`config.mk`:
```
export PLATFORM = sky130hd
export DESIGN_NAME = moxie_wb_arbiter_flat
export DESIGN_NICKNAME = d
export VERILOG_FILES = /design/src/rtl/moxie_wb_arbiter_if.sv /design/src/rtl/moxie_wb_arbiter.sv /design/src/flat_wrapper.sv
export SDC_FILE = /design/constraint.sdc
export NUM_CORES = 1
export LEC_CHECK = 0
export CELL_PAD_IN_SITES_DETAIL_PLACEMENT = 0
export CELL_PAD_IN_SITES_GLOBAL_PLACEMENT = 1
export CORE_MARGIN = 4
export CORE_UTILIZATION = 10
export CTS_BUF_LIST = sky130_fd_sc_hd__clkbuf_16
export DETAILED_ROUTE_END_ITERATION = 12
export GPL_TIMING_DRIVEN = 0
export PLACE_DENSITY = 0.83
export SYNTH_ARGS = -nofsm -noshare
export SYNTH_HDL_FRONTEND = slang
export SYNTH_SLANG_ARGS = --single-unit
```
`constraint.sdc`:
```
create_clock -name clk_i -period 1.42 [get_ports clk_i]
set_input_delay 0.284 -clock clk_i [delete_from_list [all_inputs] [get_ports clk_i]]
set_output_delay 0.284 -clock clk_i [all_outputs]
set_load 0.05 [all_outputs]
```
`src/rtl/moxie_wb_arbiter_if.sv`:
```
// Single Wishbone point-to-point link: one master side, one slave side.
// dat_w carries master-to-slave write data, dat_r slave-to-master read data.
interface moxie_wb_arbiter_if #(
  parameter int ADDR_WIDTH = 32,
  parameter int DATA_WIDTH = 16,
  parameter int SEL_WIDTH  = 2
);
  logic [ADDR_WIDTH-1:0] adr;
  logic [DATA_WIDTH-1:0] dat_w;
  logic [DATA_WIDTH-1:0] dat_r;
  logic [SEL_WIDTH-1:0]  sel;
  logic                  we;
  logic                  cyc;
  logic                  stb;
  logic                  ack;
  logic                  err;

  modport master (
    output adr, dat_w, sel, we, cyc, stb,
    input  dat_r, ack, err
  );

  modport slave (
    input  adr, dat_w, sel, we, cyc, stb,
    output dat_r, ack, err
  );
endinterface

```
`src/rtl/moxie_wb_arbiter.sv`:
```
// Two-master (fetch I, data D) round-robin Wishbone arbiter with whole-cycle
// ownership and a stalled-strobe watchdog that returns err to the owner.
module moxie_wb_arbiter #(
  parameter int ADDR_WIDTH = 32,
  parameter int DATA_WIDTH = 16,
  parameter int SEL_WIDTH  = 2,
  parameter int TIMEOUT    = 255
) (
  input  logic               clk_i,
  input  logic               rst_i,
  moxie_wb_arbiter_if.slave  wb_I,
  moxie_wb_arbiter_if.slave  wb_D,
  moxie_wb_arbiter_if.master wb,
  output logic [1:0]         grant_o
);

  // Encoding chosen so the state register doubles as grant_o.
  localparam logic [1:0] IDLE    = 2'b00;
  localparam logic [1:0] GRANT_I = 2'b01;
  localparam logic [1:0] GRANT_D = 2'b10;

  localparam logic [7:0] TMO_LIMIT = 8'(TIMEOUT);

  logic [1:0] state_q, state_d;
  logic       last_d_q, last_d_d;   // 1: D held the most recent grant
  logic [7:0] tmo_cnt_q, tmo_cnt_d;

  logic own_i;
  logic own_d;
  logic own_cyc;
  logic own_stb;
  logic tmo_fire;
  logic unused_i_fields;

  assign own_i = (state_q == GRANT_I);
  assign own_d = (state_q == GRANT_D);

  // The fetch master is read-only; its write-side fields are never forwarded.
  assign unused_i_fields = ^{wb_I.dat_w, wb_I.sel, wb_I.we};

  // Owner-side request view, zero while idle.
  always_comb begin
    // NOTE: every always_comb output gets a default first so no path leaves it unassigned (no latch).
    own_cyc = 1'b0;
    own_stb = 1'b0;
    if (own_i) begin
      own_cyc = wb_I.cyc;
      own_stb = wb_I.cyc & wb_I.stb;
    end else if (own_d) begin
      own_cyc = wb_D.cyc;
      own_stb = wb_D.cyc & wb_D.stb;
    end
  end

  // Downstream bus mux
  always_comb begin
    wb.adr   = {ADDR_WIDTH{1'b0}};
    wb.dat_w = {DATA_WIDTH{1'b0}};
    wb.sel   = {SEL_WIDTH{1'b0}};
    wb.we    = 1'b0;
    wb.cyc   = own_cyc;
    wb.stb   = own_stb;
    if (own_i) begin
      wb.adr = wb_I.adr;
      wb.sel = {SEL_WIDTH{1'b1}};
    end else if (own_d) begin
      wb.adr   = wb_D.adr;
      wb.dat_w = wb_D.dat_w;
      wb.sel   = wb_D.sel;
      wb.we    = wb_D.we;
    end
  end

  assign tmo_fire = own_stb & (tmo_cnt_q == TMO_LIMIT);

  // Responses reach only the owner and only while its strobe is up, which
  // also drops any late ack arriving after the owner released cyc.
  assign wb_I.dat_r = wb.dat_r;
  assign wb_D.dat_r = wb.dat_r;
  assign wb_I.ack   = own_i & own_stb & wb.ack;
  assign wb_D.ack   = own_d & own_stb & wb.ack;
  assign wb_I.err   = own_i & own_stb & (wb.err | tmo_fire);
  assign wb_D.err   = own_d & own_stb & (wb.err | tmo_fire);

  assign grant_o = state_q;

  always_comb begin
    tmo_cnt_d = 8'd0;
    if (own_stb && !wb.ack && !wb.err && !tmo_fire) begin
      tmo_cnt_d = tmo_cnt_q + 8'd1;
    end
  end

  always_comb begin
    state_d  = state_q;
    last_d_d = last_d_q;
    unique case (state_q)
      IDLE: begin
        if (wb_I.cyc && (!wb_D.cyc || last_d_q)) begin
          state_d  = GRANT_I;
          last_d_d = 1'b0;
        end else if (wb_D.cyc) begin
          state_d  = GRANT_D;
          last_d_d = 1'b1;
        end
      end
      GRANT_I: if (!wb_I.cyc) state_d = IDLE;
      GRANT_D: if (!wb_D.cyc) state_d = IDLE;
      default: state_d = IDLE;
    endcase
  end

  always_ff @(posedge clk_i) begin
    // NOTE: sequential state uses non-blocking assignments so all registers update together at the edge.
    if (rst_i) begin
      state_q   <= IDLE;
      last_d_q  <= 1'b1;
      tmo_cnt_q <= 8'd0;
    end else begin
      state_q   <= state_d;
      last_d_q  <= last_d_d;
      tmo_cnt_q <= tmo_cnt_d;
    end
  end

endmodule

```
`src/flat_wrapper.sv`:
```
// flat-port wrapper written by rule: the top's interface ports become plain ports
module moxie_wb_arbiter_flat 
#(
  parameter int ADDR_WIDTH = 32,
  parameter int DATA_WIDTH = 16,
  parameter int SEL_WIDTH  = 2,
  parameter int TIMEOUT    = 255
)
  (clk_i, rst_i, grant_o, wb_I_adr, wb_I_dat_w, wb_I_sel, wb_I_we, wb_I_cyc, wb_I_stb, wb_I_dat_r, wb_I_ack, wb_I_err, wb_D_adr, wb_D_dat_w, wb_D_sel, wb_D_we, wb_D_cyc, wb_D_stb, wb_D_dat_r, wb_D_ack, wb_D_err, wb_adr, wb_dat_w, wb_sel, wb_we, wb_cyc, wb_stb, wb_dat_r, wb_ack, wb_err);
  moxie_wb_arbiter_if #(.ADDR_WIDTH(ADDR_WIDTH), .DATA_WIDTH(DATA_WIDTH), .SEL_WIDTH(SEL_WIDTH)) wb_I_i ();
  moxie_wb_arbiter_if #(.ADDR_WIDTH(ADDR_WIDTH), .DATA_WIDTH(DATA_WIDTH), .SEL_WIDTH(SEL_WIDTH)) wb_D_i ();
  moxie_wb_arbiter_if #(.ADDR_WIDTH(ADDR_WIDTH), .DATA_WIDTH(DATA_WIDTH), .SEL_WIDTH(SEL_WIDTH)) wb_i ();
  input  logic clk_i;
  input  logic rst_i;
  output logic [1:0] grant_o;
  input wire logic [$bits(wb_I_i.adr)-1:0] wb_I_adr;
  input wire logic [$bits(wb_I_i.dat_w)-1:0] wb_I_dat_w;
  input wire logic [$bits(wb_I_i.sel)-1:0] wb_I_sel;
  input wire logic [$bits(wb_I_i.we)-1:0] wb_I_we;
  input wire logic [$bits(wb_I_i.cyc)-1:0] wb_I_cyc;
  input wire logic [$bits(wb_I_i.stb)-1:0] wb_I_stb;
  output wire logic [$bits(wb_I_i.dat_r)-1:0] wb_I_dat_r;
  output wire logic [$bits(wb_I_i.ack)-1:0] wb_I_ack;
  output wire logic [$bits(wb_I_i.err)-1:0] wb_I_err;
  input wire logic [$bits(wb_D_i.adr)-1:0] wb_D_adr;
  input wire logic [$bits(wb_D_i.dat_w)-1:0] wb_D_dat_w;
  input wire logic [$bits(wb_D_i.sel)-1:0] wb_D_sel;
  input wire logic [$bits(wb_D_i.we)-1:0] wb_D_we;
  input wire logic [$bits(wb_D_i.cyc)-1:0] wb_D_cyc;
  input wire logic [$bits(wb_D_i.stb)-1:0] wb_D_stb;
  output wire logic [$bits(wb_D_i.dat_r)-1:0] wb_D_dat_r;
  output wire logic [$bits(wb_D_i.ack)-1:0] wb_D_ack;
  output wire logic [$bits(wb_D_i.err)-1:0] wb_D_err;
  output wire logic [$bits(wb_i.adr)-1:0] wb_adr;
  output wire logic [$bits(wb_i.dat_w)-1:0] wb_dat_w;
  output wire logic [$bits(wb_i.sel)-1:0] wb_sel;
  output wire logic [$bits(wb_i.we)-1:0] wb_we;
  output wire logic [$bits(wb_i.cyc)-1:0] wb_cyc;
  output wire logic [$bits(wb_i.stb)-1:0] wb_stb;
  input wire logic [$bits(wb_i.dat_r)-1:0] wb_dat_r;
  input wire logic [$bits(wb_i.ack)-1:0] wb_ack;
  input wire logic [$bits(wb_i.err)-1:0] wb_err;
  assign wb_I_i.adr = wb_I_adr;
  assign wb_I_i.dat_w = wb_I_dat_w;
  assign wb_I_i.sel = wb_I_sel;
  assign wb_I_i.we = wb_I_we;
  assign wb_I_i.cyc = wb_I_cyc;
  assign wb_I_i.stb = wb_I_stb;
  assign wb_I_dat_r = wb_I_i.dat_r;
  assign wb_I_ack = wb_I_i.ack;
  assign wb_I_err = wb_I_i.err;
  assign wb_D_i.adr = wb_D_adr;
  assign wb_D_i.dat_w = wb_D_dat_w;
  assign wb_D_i.sel = wb_D_sel;
  assign wb_D_i.we = wb_D_we;
  assign wb_D_i.cyc = wb_D_cyc;
  assign wb_D_i.stb = wb_D_stb;
  assign wb_D_dat_r = wb_D_i.dat_r;
  assign wb_D_ack = wb_D_i.ack;
  assign wb_D_err = wb_D_i.err;
  assign wb_adr = wb_i.adr;
  assign wb_dat_w = wb_i.dat_w;
  assign wb_sel = wb_i.sel;
  assign wb_we = wb_i.we;
  assign wb_cyc = wb_i.cyc;
  assign wb_stb = wb_i.stb;
  assign wb_i.dat_r = wb_dat_r;
  assign wb_i.ack = wb_ack;
  assign wb_i.err = wb_err;
  moxie_wb_arbiter #(.ADDR_WIDTH(ADDR_WIDTH), .DATA_WIDTH(DATA_WIDTH), .SEL_WIDTH(SEL_WIDTH), .TIMEOUT(TIMEOUT)) u_core (.clk_i(clk_i), .rst_i(rst_i), .wb_I(wb_I_i), .wb_D(wb_D_i), .wb(wb_i), .grant_o(grant_o));
endmodule
```
# [Word level (Yosys, flattened, before mapping)]
# Cells that the tools add are included.
[word_totals] regBits=11 latchBits=0 ramBits=0 mem_bits_ro=0 inputBits=126 word_cells=54 memories=0
[op_classes] n_addsub=1 mul=0 div=0 order_cmp=0 eq_ne=6 shift=0 n_mux=19 bitwise_logic=11 n_reduce_logical=14
[op_table] cell="two-way mux 32 bit" count=2
[op_table] cell="two-way mux 16 bit" count=2
[op_table] cell="two-way mux 2 bit" count=6
[op_table] cell="AND 1 bit" count=9
[op_table] cell="adder 8 x 1 -> 8 bit, second input constant" count=1
[op_table] cell="equality test 8 bit, second input constant" count=1
[op_table] cell="two-way mux 1 bit" count=8
[op_table] cell="one-hot mux 2 bit (3 select lines)" count=1
[op_table] cell="logical AND 1 bit" count=4
[op_table] cell="logical NOT 1 bit" count=4
[op_table] cell="!= test 2 bit, second input constant" count=2
[op_table] cell="!= test 3 x 2 -> 1 bit, second input constant" count=1
[op_table] cell="AND reduction 3 bit" count=1
[op_table] cell="equality test 2 x 1 -> 1 bit, second input constant" count=1
[op_table] cell="equality test 2 bit, second input constant" count=1
[op_table] cell="logical NOT 2 bit" count=1
[op_table] cell="AND reduction 2 bit" count=1
[op_table] cell="nonzero test 2 bit" count=1
[op_table] cell="OR reduction 2 bit" count=1
[op_table] cell="logical OR 1 bit" count=1
[op_table] cell="inverter 1 bit" count=1
[op_table] cell="OR 1 bit" count=1

# [Depth between registers and ports, before layout]
[depth] word_depth=8 ltp_mapped=4

# [Worst setup path before layout]
# Ideal clock, no wire load.
[synth_timing] path_type="flip-flop to output port" start="register u_core.state_q[1] (netlist: u_core.grant_o[1])" end="output wb_adr[0]" arrival_ps=1843 setup_slack_ps=-707 stages_incl_launch_ff=5 n_path_buf=2 cell_sequence="dfxtp_1 -> and2b_1 -> clkbuf_1 -> clkbuf_1 -> a22o_1"
[synth_via] elab_chain_len=3 elab_cells_between_ends=4
[synth_lines] item="from (decl)" line="moxie_wb_arbiter.sv:24" source="logic [1:0] state_q, state_d;"
[synth_lines] item="from (signal assigned)" line="moxie_wb_arbiter.sv:120" source="state_q <= state_d;"
[synth_lines] item="equality test 2 bit" line="moxie_wb_arbiter.sv:36" source="assign own_d = (state_q == GRANT_D);"
[synth_lines] item="two-way mux 32 bit" line="moxie_wb_arbiter.sv:66" source="end else if (own_d) begin"
[synth_lines] item="two-way mux 32 bit (*)" line="moxie_wb_arbiter.sv:63" source="if (own_i) begin"
[synth_lines] item="to (decl)" line="flat_wrapper.sv:34" source="output wire logic [$bits(wb_i.adr)-1:0] wb_adr;"
# Every way passes the cells marked *; elsewhere a longest branch is shown, timed or not.

# [Worst setup path in the final report]
[layout_timing] start="register u_core.state_q[0] (netlist: u_core.grant_o[0])" end="output wb_adr[5]"
# Same word-level chain as after synthesis.

==> summary.md <==
| Metric | Value |
|---|---|
| Avg Inst Size Synth | `~8 µm²` |
| Root buffer cell | `clkbuf_16` |
| Residual DRC | `0` |
| Num CTS Buffers | `3` |
| Reg power frac | `0.135` |
| Fin Clk Skew | `3.01 ps` |
| Port Buffers | `181` |
| Prevailing post-synth register cell | `dfxtp_1` |
| Largest family of logic cells by synthesized area | `compound AO/OA/AOI/OAI gates` |
| GR Util All Layers | `0.100` |
| Starting density of the core | `0.104` |
| CP Class | `reg2out` |
| CORE AREA | `0.0116 mm²` |
| Worst slew margin | `0.654` |
| Status | `finished with violations` |
| Register area share after synthesis | `0.182` |
| Post-Synthesis Cells | `151` |
| Final setup fails | `66` |
| WHS | `460 ps` |
| Final wirelength | `7500 µm` |
| Largest stage delay, worst path | `between 300 and 400 ps` |
| Total placed cells including tap cells | `475` |
| Yosys top cell by area | `a22o_1` |
| Worst Path Required | `1140 ps` |
| CTS sink cnt | `11` |
| First-pass iteration count of the detailed router | `4` |
| Fin. Hold Viols | `0` |
| Post-synth top cells | `a22o_1 (33), buf_4 (32), and2_1 (17), dfxtp_1 (11), clkbuf_1 (9)` |
| Layout area overhead | `247%` |
| Via count | `1917` |
| Synth Area in Simple Gates | `0.238` |
| Top cell type's share of synthesized area | `0.239` |
| Vias/cell | `3.86` |
| H-tree depth | `1` |
| Post-Synth Adder-Cell Area | `0.0103` |
| Final min period | `1780 ps` |
| Antenna violations before repair | `0` |
| Longest Clk Path Bufs | `2` |
| Overall Power | `around 2400 µW` |
| Rows | `39` |
| Synth Net Count | `278` |
| Worst Path Max Fanout | `5` |
| Hold WC Path Type | `reg2reg` |
| CTS tree | `built` |
| Final Cycle Share | `1.26` |
| Worst-skew pair later-pin latency | `240 ps` |
| Fin worst setup slack | `-362 ps` |
| Die height | `118 µm` |
| Logic pwr share | `0.649` |
| Net Switching | `938 µW` |
| Synth area leaders | `a22o_1 (24%), buf_4 (20%), dfxtp_1 (18%), and2_1 (8.8%), nor3b_1 (3.1%)` |
| Critical path's slowest cell | `dfxtp_4` |
| Crit path launch type | `flip-flop` |
| Worst Path Buf+Inv | `3` |
| First-pass GRT wire length | `11500 µm` |
| IO Pins | `217` |
| Failing checks | `negative setup slack` |
| Critical path capture point type | `output pin` |
| Ys Warns | `0` |
| Pin count of the biggest net entering global routing | `11` |
| RSZ-0062 raised after global routing | `true` |
| Worst-margin pin slew | `521 ps` |
| Setup slack, reg-to-reg | `-250 ps` |
| GR Overflow Total | `0` |
| Mux contribution to synthesized area | `0` |
| GPL Wtd Cong | `0.756` |
| Cell Area, Placed | `0.00369 mm²` |
| WL per Instance | `15.1 µm` |
| Slew Viols, Final | `0` |
| Crit-path leading delay family | `buffers and inverters` |
| Initial DRC count | `53` |
| Switch share | `0.394` |
| Static Leak | `0.00190 µW` |
| Final setup TNS | `-19330 ps` |
| Max-cap violations | `0` |
| Clock transition at path regs | `around 40 ps` |
| Final HPWL DP | `6110 µm` |
| Antenna Nets Post-Route | `0` |
| Die width | `118 µm` |
| Synth Area in Compound Gates | `0.311` |
| Post-synth EDFFs | `0` |
| Synthesized area | `about 0.0012 mm²` |
| Netlist cell types | `31` |
| Non-Filler Instances | `497` |
| Crit path arrival time | `1500 ps` |
| PwrDens | `567 mW/mm²` |
| Hold_buf cts | `0` |
| Final layout net count | `between 400 and 500` |
| Share of layout cells above drive strength 1 | `0.545` |
| Final instance area | `0.00420 mm²` |
| Synth Register Bits | `11` |
| N_diodes | `0` |
| Vias in the first global route | `~2000` |
| Internal | `1440 µW` |
| Clock group share of total power | `0.216` |
| Max Clock Freq | `roughly 560 MHz` |
| Worst VDD drop | `0.000296 V` |
| Most frequent cell after synthesis | `a22o_1` |
| DIE AREA | `0.0139 mm²` |
| Post-synth ARST share | `0` |
| XOR/XNOR share of the synthesized area | `0.0217` |
| Worst-path cell chain | `and2b_1, buf_4, clkbuf_16, a22o_4, buf_6` |
[path summary, 6_finish.rpt]
kind / to / start / depth (start not counted)
max: wb_adr[5] / u_core.grant_o[0]$_SDFFE_PP0P_ / 5
min: u_core.tmo_cnt_q[0]$_SDFF_PP0_ / u_core.tmo_cnt_q[0]$_SDFF_PP0_ / 1
max reg2reg: u_core.tmo_cnt_q[5]$_SDFF_PP0_ / u_core.grant_o[0]$_SDFFE_PP0P_ / 7
min reg2reg: u_core.tmo_cnt_q[0]$_SDFF_PP0_ / u_core.tmo_cnt_q[0]$_SDFF_PP0_ / 1
[metrics by stage]
| step | setup WS, ps | utilization |
|---|---|---|
| after CTS | -375 | 0.348 |
| after global placement | -1080 | 0.318 |
| final | -362 | 0.362 |
| after global routing | -398 | 0.362 |
| after floorplan | -138 | - |
| after detailed placement | -1070 | 0.318 |
[power groups by stage]
stage                     Combinational, µW  Sequential, µW  Clock [µW]
after floorplan                         862             341           0
after global placement                 1440             330           0
after detailed placement               1450             331           0
after CTS                              1520             323         524
after global routing                   1600             323         536
final                                  1550             322         513
[registers in the layout (all words and copies together) (netlist names)]
signal	cells
u_core.last_d_q	1
u_core.tmo_cnt_q	8
u_core.grant_o	2
[routing by layer]
layer  part of all wire  routed length [µm]  track usage  vias to the layer above
li1                   -                   -            -                      926
met1               0.33                2510       0.0983                      899
met2               0.58                4380        0.203                       88
met3              0.073                 550       0.0332                        4
met4             0.0079                  59       0.0176                        0
met5                  0                   0            0                        -
[repair_timing]
| item | in CTS | in global routing |
|---|---|---|
| buffers inserted | 6 | 7 |
| endpoints found under the setup margin | 99 | 66 |
| gates cloned | 4 | 1 |
| gates resized for setup | 462 | 28 |
| pin swaps | 5 | 7 |
[kinds of logic (layout without fill, tap and decap cells)]
family / count (synthesis) / in the layout
adder cells (fa/ha/maj): 1 / 1
AO/OA/AOI/OAI: 45 / 45
AND/OR/NAND/NOR: 47 / 47
buffers and inverters: 44 / 247
flip-flops: 11 / 11
XOR/XNOR: 3 / 3
[area by class of cell]
type / instances / area, µm²
fillers: 1145 / 7410
repair buffers: 199 / 2090
multi-input cells: 96 / 1160
plain buffers: 42 / 455
flip-flops and latches: 11 / 233
well taps: 143 / 179
clock buffers: 3 / 75.1
inverters: 2 / 7.51
clock inverters: 1 / 3.75
[cell usage in the layout, fill, tap and decap left out, types with 2 or more instances in the layout]
master,instances
a21o_4,2
a22o_4,33
and2_4,17
buf_4,41
buf_6,48
buf_8,19
clkbuf_16,10
clkbuf_8,2
clkdlybuf4s50_1,87
dfxtp_1,7
dfxtp_4,3
dlygate4sd2_1,34
dlymetal6s2s_1,2
inv_1,3
nand2_1,2
nand2b_1,2
nand3_1,2
nand4_1,2
nor2_4,4
nor2b_1,2
nor3b_1,3
nor3b_2,2
o21ai_0,2
o21ba_4,2
or3_1,2
xnor2_1,2
(Power assumes the default switching activity.)
